$ cat config.mk
export PLATFORM = sky130hd
export DESIGN_NAME = traffic_phase_sequencer
export DESIGN_NICKNAME = d
export VERILOG_FILES = /design/src/rtl/traffic_pkg.sv /design/src/rtl/traffic_phase_sequencer_dwell_timer.sv /design/src/rtl/traffic_phase_sequencer.sv
export SDC_FILE = /design/constraint.sdc
export NUM_CORES = 1
export LEC_CHECK = 0
export CAP_MARGIN = 5
export CORE_AREA = 5 5 50 52
export DETAILED_ROUTE_END_ITERATION = 7
export DIE_AREA = 0 0 55 57
export DONT_BUFFER_PORTS = 1
export PLACE_DENSITY = 0.69
export REMOVE_ABC_BUFFERS = 1
export SYNTH_ARGS = -nofsm -noshare
export SYNTH_HDL_FRONTEND = slang
export SYNTH_SLANG_ARGS = --single-unit
$ cat constraint.sdc
create_clock -name clk -period 3.41 [get_ports clk]
set_input_delay 0.682 -clock clk [delete_from_list [all_inputs] [get_ports clk]]
set_output_delay 0.682 -clock clk [all_outputs]
set_load 0.005 [all_outputs]
$ cat src/rtl/traffic_pkg.sv
// traffic_pkg: shared definitions for the intersection phase sequencer.
//   phase_t   - state codes, also driven out on the phase port
//   LAMP_*    - lamp vectors, bit order {MR,MY,MG,SR,SY,SG}
//   lamps_of  - phase code to lamp vector; unknown codes show all-red
package traffic_pkg;

  typedef enum logic [2:0] {
    PH_INIT_RED    = 3'd0,
    PH_MAIN_GREEN  = 3'd1,
    PH_MAIN_YELLOW = 3'd2,
    PH_CLEAR_1     = 3'd3,
    PH_SIDE_GREEN  = 3'd4,
    PH_SIDE_YELLOW = 3'd5,
    PH_CLEAR_2     = 3'd6
  } phase_t;

  localparam logic [5:0] LAMP_RR = 6'b100_100;
  localparam logic [5:0] LAMP_GR = 6'b001_100;
  localparam logic [5:0] LAMP_YR = 6'b010_100;
  localparam logic [5:0] LAMP_RG = 6'b100_001;
  localparam logic [5:0] LAMP_RY = 6'b100_010;

  function automatic logic [5:0] lamps_of(input logic [2:0] p);
    case (p)
      PH_MAIN_GREEN:  lamps_of = LAMP_GR;
      PH_MAIN_YELLOW: lamps_of = LAMP_YR;
      PH_SIDE_GREEN:  lamps_of = LAMP_RG;
      PH_SIDE_YELLOW: lamps_of = LAMP_RY;
      default:        lamps_of = LAMP_RR;
    endcase
  endfunction

endpackage

$ cat src/rtl/traffic_phase_sequencer_dwell_timer.sv
// dwell_timer: per-state dwell counter.
//   clk, rst     - clock, synchronous active-low reset
//   clr          - zero the counter (state entry); wins over tick
//   tick         - timebase strobe, counter advances only on tick (saturating)
//   dwell        - dwell length D in ticks, 1..2^CNT_W
//   expire       - tick && cnt == D-1
//   min_elapsed  - cnt >= D-1 (independent of tick)
module dwell_timer #(
  parameter int CNT_W = 6
) (
  input  logic             clk,
  input  logic             rst,
  input  logic             clr,
  input  logic             tick,
  input  logic [CNT_W:0]   dwell,
  output logic             expire,
  output logic             min_elapsed
);

  logic [CNT_W-1:0] cnt;
  logic [CNT_W:0]   last;
  logic [CNT_W:0]   cnt_x;

  // D-1 always fits in CNT_W bits since D <= 2^CNT_W
  assign last        = dwell - 1'b1;
  assign cnt_x       = {1'b0, cnt};
  assign min_elapsed = (cnt_x >= last);
  assign expire      = tick && (cnt_x == last);

  always_ff @(posedge clk) begin
    if (!rst)                    cnt <= '0;
    else if (clr)                cnt <= '0;
    else if (tick && cnt != '1)  cnt <= cnt + 1'b1;
  end

endmodule

$ cat src/rtl/traffic_phase_sequencer.sv
// traffic_phase_sequencer: timed, demand-driven main/side road light sequencer.
//   clk       - clock, rising edge
//   rst       - synchronous reset, active low
//   tick      - timebase strobe; dwell timing and state advance only on tick
//   side_req  - side-road sensor level, latched into demand
//   ped_req   - pedestrian button pulse (only with PED_WALK_EN)
//   MR..SG    - registered lamp outputs
//   walk      - pedestrian walk lamp, on during side green (only with PED_WALK_EN)
//   phase     - current state code
// Build option: define PED_WALK_EN to add the ped_req/walk ports.
module traffic_phase_sequencer
  import traffic_pkg::*;
#(
  parameter int MIN_GREEN  = 8,
  parameter int SIDE_GREEN = 6,
  parameter int YELLOW     = 3,
  parameter int ALL_RED    = 1,
  parameter int CNT_W      = 6
) (
  input  logic       clk,
  input  logic       rst,
  input  logic       tick,
  input  logic       side_req,
`ifdef PED_WALK_EN
  input  logic       ped_req,
  output logic       walk,
`endif
  output logic       MR,
  output logic       MY,
  output logic       MG,
  output logic       SR,
  output logic       SY,
  output logic       SG,
  output logic [2:0] phase
);

  localparam int DW = CNT_W + 1;

  localparam logic [2:0] S_INIT = PH_INIT_RED;
  localparam logic [2:0] S_MG   = PH_MAIN_GREEN;
  localparam logic [2:0] S_MY   = PH_MAIN_YELLOW;
  localparam logic [2:0] S_C1   = PH_CLEAR_1;
  localparam logic [2:0] S_SG   = PH_SIDE_GREEN;
  localparam logic [2:0] S_SY   = PH_SIDE_YELLOW;
  localparam logic [2:0] S_C2   = PH_CLEAR_2;

  logic [2:0]    state, nxt;
  logic          demand, req;
  logic [DW-1:0] dwell;
  logic          expire, min_elapsed;

`ifdef PED_WALK_EN
  assign req = side_req | ped_req;
`else
  assign req = side_req;
`endif

  // In MAIN_GREEN the dwell is the minimum green; leaving also needs demand.
  always_comb begin
    dwell = DW'(ALL_RED);
    case (state)
      S_MG:       dwell = DW'(MIN_GREEN);
      S_MY, S_SY: dwell = DW'(YELLOW);
      S_SG:       dwell = DW'(SIDE_GREEN);
      default:    dwell = DW'(ALL_RED);
    endcase
  end

  always_comb begin
    nxt = state;
    case (state)
      S_INIT:  if (expire) nxt = S_MG;
      S_MG:    if (tick && demand && min_elapsed) nxt = S_MY;
      S_MY:    if (expire) nxt = S_C1;
      S_C1:    if (expire) nxt = S_SG;
      S_SG:    if (expire) nxt = S_SY;
      S_SY:    if (expire) nxt = S_C2;
      S_C2:    if (expire) nxt = S_MG;
      default: nxt = S_INIT;   // code 7 recovers in one cycle
    endcase
  end

  dwell_timer #(.CNT_W(CNT_W)) u_timer (
    .clk         (clk),
    .rst         (rst),
    .clr         (nxt != state),
    .tick        (tick),
    .dwell       (dwell),
    .expire      (expire),
    .min_elapsed (min_elapsed)
  );

  // Lamps decode the next state so they switch on the same edge as state.
  always_ff @(posedge clk) begin
    if (!rst) begin
      state                  <= S_INIT;
      demand                 <= 1'b0;
      {MR, MY, MG, SR, SY, SG} <= LAMP_RR;
    end else begin
      state                  <= nxt;
      {MR, MY, MG, SR, SY, SG} <= lamps_of(nxt);
      // Entry into side green clears demand, overriding any request that cycle.
      if (nxt == S_SG && state != S_SG) demand <= 1'b0;
      else if (req && state != S_SG)    demand <= 1'b1;
    end
  end

`ifdef PED_WALK_EN
  always_ff @(posedge clk) begin
    if (!rst) walk <= 1'b0;
    else      walk <= (nxt == S_SG);
  end
`endif

  assign phase = state;

endmodule

# Yosys cells after proc, flatten, opt, wreduce, memory -nomap -nowiden
# Index checks and enable logic that the tools add are counted.
[totals]
output_inout_bits = 9
elab_cells = 47
in_bits = 4
regBits = 16
[op_classes]
magnitude_cmp = 1
bitwise = 1
add_sub_neg = 2
mux = 9
n_reduce_logical = 11
eq_ne = 14
[ops]
columns = ["operator", "count"]
rows = [
  ["$pmux 6 s4", 1],
  ["$mux 3", 6],
  ["$pmux 3 s6", 1],
  ["$eq 3x3->1 const B", 5],
  ["$pmux 4 s3", 1],
  ["$eq 3x2->1 const B", 3],
  ["$reduce_or 2->1", 4],
  ["$eq 6x7->1", 1],
  ["$ge 6x7->1", 1],
  ["$add 6x1->6 const B", 1],
  ["$eq 3x1->1 const B", 2],
  ["$logic_and 1x1->1", 6],
  ["$ne 6x6->1 const B", 1],
  ["$sub 4x1->5 const B", 1],
  ["$logic_not 3->1", 1],
  ["$ne 3x3->1", 1],
  ["$ne 3x3->1 const B", 1],
  ["$not 1->1", 1],
]

# Longest topological paths before layout
# Gate-level depths: netlist of the first run.
[depth]
word_depth = 11
depth_mapped = 12
depth_no_buf = 11

# Modules after synthesis
# From an unflattened synthesis of the first run, not the netlist that was laid out.
[hier_totals]
cells_unflattened = 126
hier_area_um2 = 1056.0
[modules_own_cells]
columns = ["module", "n_inst", "area_per_inst_um2", "seq_area_each_um2", "cells_per_inst"]
rows = [
  ["traffic_phase_sequencer", 1, 551.8, 200.2, 66],
  ["dwell_timer", 1, 504.2, 120.1, 60],
]

# Least setup slack after synthesis of the first run
# No wires, ideal clock.
[synth_timing]
path_kind = "flip-flop to flip-flop"
from = "reg state[0], in the netlist phase[0]"
to = "reg u_timer.cnt[0]"
t_required_ps = 3281
period_less_slack_ps = 3100
path_buffers = 1
path_stages_with_launch = 13
arrival_time_ps = 2971
path_slack_ps = 310
setup_ps = 129
path_cell_list = "dfxtp_1 -> clkbuf_1 -> xor2_1 -> nor2b_1 -> ha_1 -> xor2_1 -> ha_1 -> and4_1 -> nand2_1 -> nor4_1 -> o21ai_2 -> a211oi_2 -> nor2_1"
[synth_via]
elab_chain_cells = 10
word_cells_on_any_way = 24
cone_classes = "add/sub (1); order compare (1); eq/ne (8); mux (8); reduce/logical (6)"
[synth_rtl]
columns = ["item", "line", "rtl"]
rows = [
  ["start, declared", "traffic_phase_sequencer.sv:47", "logic [2:0] state, nxt;"],
  ["start signal, assigned", "traffic_phase_sequencer.sv:100", "state <= nxt;"],
  ["$eq 3x3->1 / $eq 3x2->1 (equally long branches)", "traffic_phase_sequencer.sv:61, traffic_phase_sequencer.sv:71", ""],
  ["$reduce_or 2->1", "traffic_phase_sequencer.sv:61", "case (state)"],
  ["$pmux 4 s3", "traffic_phase_sequencer.sv:61", ""],
  ["$sub 4x1->5", "traffic_phase_sequencer_dwell_timer.sv:25", "assign last = dwell - 1'b1;"],
  ["$ge 6x7->1 / $eq 6x7->1 (equally long branches)", "traffic_phase_sequencer_dwell_timer.sv:27, traffic_phase_sequencer_dwell_timer.sv:28", ""],
  ["$logic_and 1x1->1, on equally long branches", "traffic_phase_sequencer.sv:73, traffic_phase_sequencer_dwell_timer.sv:28", ""],
  ["$mux 3 (tied with other cells)", "traffic_phase_sequencer.sv:73", "S_MG: if (tick && demand && min_elapsed) nxt = S_MY;"],
  ["$pmux 3 s6", "traffic_phase_sequencer.sv:71", "case (state)"],
  ["$ne 3x3->1 (*)", "traffic_phase_sequencer.sv:86", ".clr (nxt != state),"],
  ["$reduce_or 2->1 (no line) (*)", "n/a", ""],
  ["end signal, assigned", "traffic_phase_sequencer_dwell_timer.sv:33", "else if (tick && cnt != '1) cnt <= cnt + 1'b1;"],
  ["end, declared", "traffic_phase_sequencer_dwell_timer.sv:20", "logic [CNT_W-1:0] cnt;"],
]
# Mark *: on every way between the ends. The rest lies on a longest branch, timed or not.
# A chain may end at the register's enable or synchronous reset.

# Worst setup path after layout of the first run
[layout_timing]
from = "reg state[2], in the netlist phase[2]"
to = "reg u_timer.cnt[5]"
# The elaborated chain is that of the path after synthesis.

==> results.tsv, run 1 <==
stage	metric	value	unit
synth	ys_top_cells_by_count	nand2_1 (17), dfxtp_1 (16), nor2_1 (12), xor2_1 (7), ha_1 (6)	
synth	netlist_area	1060	um^2
drt	drt_iter0_markers	26	
clocking	cts-root-buf	clkbuf_4	
timing	setup_viol	0	
setup_path	crit_start	phase[2]$_SDFF_PN0_	
flow_run	maxCapViolCount	0	
timing	hold_viol	0	
cells_and_area	nets	138	
drt	vias	913	
clocking	worstSkewPairLatency	0.30	ns
grt	grt_pass1_vias	832	
min_path	whs_path_depth	1	
grt	overflow	0	
floorplanning	die_w	55	um
power	pwr_density_cell	625	nW/um^2
synth	avgSynthCellArea	8.61	um^2
min_path	hold_class	primary input to flop	
power	ir_drop	351	uV
drt	drtAntennaViolNets	0	
synth	synth_edf_count	0	
synth	yosysTopAreaCellShare	30.3	%
grt	grt_pass1_wl	3750	um
setup_path	reg2reg_to	u_timer.cnt[5]$_SDFFE_PP0P_	
timing	period_share	90.7	%
setup_path	worstSetupEndpoint	u_timer.cnt[5]$_SDFFE_PP0P_	
clocking	cts.sinks	16	
synth	synth.area.top_cells	dfxtp_1 (30%), ha_1 (7.1%), nand2_1 (6.0%), xor2_1 (5.8%), nor2_1 (4.3%)	
synth	synth_top_area_cell	dfxtp_1	
setup_path	cp-end-kind	flop	
setup_path	crit_type	flop to flop	
grt	antenna_found_initial	0	
timing	period_needed	3.09	ns
floorplanning	design.die.area	3140	um^2
setup_path	r2r_start	phase[2]$_SDFF_PN0_	
floorplanning	rows	17	
drt	drc	0	
setup_path	start_kind	flop	
setup_path	crit_chain	nor2b_1 -> nor2_1 -> ha_1 -> xor2_1 -> ha_1 -> and4_1 -> nand2_1 -> or4_1 -> a41o_1 -> nand2_1 -> nor2_1	
clocking	clk_pin_slew_worst_paths	0.10	ns
placement	dp.final_hpwl	1870	um
placement	portBuffers	0	
status	outcome	finished, final reports clean	
timing	maxSlewHeadroom	55.9	%
floorplanning	io_pins	13	
cells_and_area	utilization	55.4	%
synth	postSynth.asyncResetShare	0	%
timing	slew_violations	0	
floorplanning	start_util	51.3	%
synth	synth_cell_types	48	
drt	dr.pass1.iters	5	
synth	synthCells	123	
drt	wire_per_inst	15.3	um
clocking	postCtsSetupBuffers	0	
clocking	clockBufferDepth	2	
drt	wirelength	2380	um
synth	synth.ff_latch_count	16	
setup_path	crit_fanout	9	
synth	yosysMostFrequentCell	nand2_1	
floorplanning	die_y	57	um
clocking	cts_tree	yes	
timing	worst_pin_slew	0.659	ns
cells_and_area	diodes	0	
synth	synthFlopType	dfxtp_1	
synth	ys_warn_count	0	
cells_and_area	final_layout_size_suffix_gt1_share	17.3	%
power	p_leak	0.461	nW
setup_path	required	3.58	ns
setup_path	cpPeakStageDelay	0.55	ns
setup_path	r2r_cells	11	
drt	via_per_inst	5.89	
floorplanning	core-area	2060	um^2
timing	tns	0	ns
grt	grtUsageTotal	16.3	%
clocking	cts_htree_levels	1	
placement	finalWeightedCongestion	0.866	
setup_path	cp_slowest_cell	dfxtp_1	
synth	yosysSeqAreaShare	30.3	%
setup_path	rrSetupSlack	0.32	ns
clocking	numCtsBuffers	3	
timing	clock_skew	0.0119	ns
grt	grt_max_degree	15	
clocking	cts.repair.resized	0	
clocking	postCtsHoldBufs	0	
cells_and_area	area_growth	7.92	%
timing	rsz0062_at_grt	false	
setup_path	crit_arrival	3.26	ns
timing	fmax	323	MHz
==> kinds of logic (layout without fill, tap and decap cells) <==
| family | count (synthesis) | after routing | share of synthesized area (%) |
|---|---|---|---|
| buf+inv | 8 | 12 | 3.66 |
| compound gates | 25 | 25 | 20.7 |
| simple gates | 58 | 58 | 29.8 |
| xor+xnor | 9 | 9 | 7.45 |
| mux | 1 | 1 | 1.06 |
| flops | 16 | 16 | 30.3 |
| fa+ha+maj | 6 | 6 | 7.09 |
==> worst min path at each step <==
| stage | start | slack (ns) | endpoint |
|---|---|---|---|
| finish | rst | 0.47 | MR$_SDFF_PN1_ |
| global route | rst | 0.46 | MR$_SDFF_PN1_ |
| CTS | rst | 0.47 | MR$_SDFF_PN1_ |
| detailed placement | demand$_SDFFE_PP0P_ | 0.56 | demand$_SDFFE_PP0P_ |
| global placement | demand$_SDFFE_PP0P_ | 0.56 | demand$_SDFFE_PP0P_ |
| floorplan | demand$_SDFFE_PP0P_ | 0.51 | demand$_SDFFE_PP0P_ |
==> state kept, by name, indices dropped and copies added, names as in the netlist <==
signal / cells
SR: 1
phase: 3
MG: 1
MR: 1
MY: 1
SY: 1
u_timer.cnt: 6
demand: 1
SG: 1
==> cells in the final DEF, fill, tap and decap left out, types with 2 or more instances in the layout <==
master and instances:
or3_1 2, o21ai_0 2, nand3_1 4, inv_1 4, xnor2_1 2, ha_1 6, dfxtp_1 16, nand2_1 17
nor2_1 12, nor3_1 4, buf_4 4, a21oi_1 2, o211ai_1 2, nor3_2 2, o21a_1 2, nor2b_1 5
clkbuf_4 3, xor2_1 7, nor3b_1 3
==> layer usage <==
layer	part of all wire [%]	global-route usage, %	vias to the layer above
met4	2.5	5.21	0
li1	-	-	454
met2	51	27.7	29
met1	41	19.6	423
met5	0	0	-
met3	6.0	3.66	7
==> through the flow <==
step           hold slack (ns)  power [mW]  instances  setup slack (ns)  cell area, um^2
3_5_place_dp             0.562       0.581        151             0.245             1100
5_1_grt                  0.461       0.769        155            0.0700             1140
6_report                 0.472       0.714        155             0.318             1140
3_3_place_gp             0.557       0.572        151             0.371             1100
4_1_cts                  0.466       0.710        155             0.221             1140
2_1_floorplan            0.513       0.503        119             0.440             1030
==> critical path, delay by kind of cell, from the launching register on <==
kind            cells  cell delay (ns)
simple gates        7             1.37
compound gates      1             0.33
xor+xnor            1             0.17
flops               1             0.55
fa+ha+maj           2             0.52
==> power breakdown <==
part | internal [mW] | leakage (nW) | switching [mW]
Clock | 0.0651 | 0.0210 | 0.0639
Combinational | 0.138 | 0.310 | 0.204
Sequential | 0.215 | 0.130 | 0.0280
Total | 0.418 | 0.461 | 0.296
==> final cells by class <==
cell class / instances / area, um^2
Clock buffer: 4 / 36.3
Multi-Input combinational cell: 99 / 706
Tap cell: 28 / 35.0
Timing Repair Buffer: 4 / 30.0
Fill cell: 207 / 921
Sequential cell: 16 / 320
Inverter: 4 / 15.0
No activity file was read; power rests on OpenSTA's default activity.
==> run 2, diff against run 1 <==
- RECOVER_POWER: default -> 25
==> results of run 2 <==
Same layout as run 1: the final DEF is identical, and so are final timing and power.
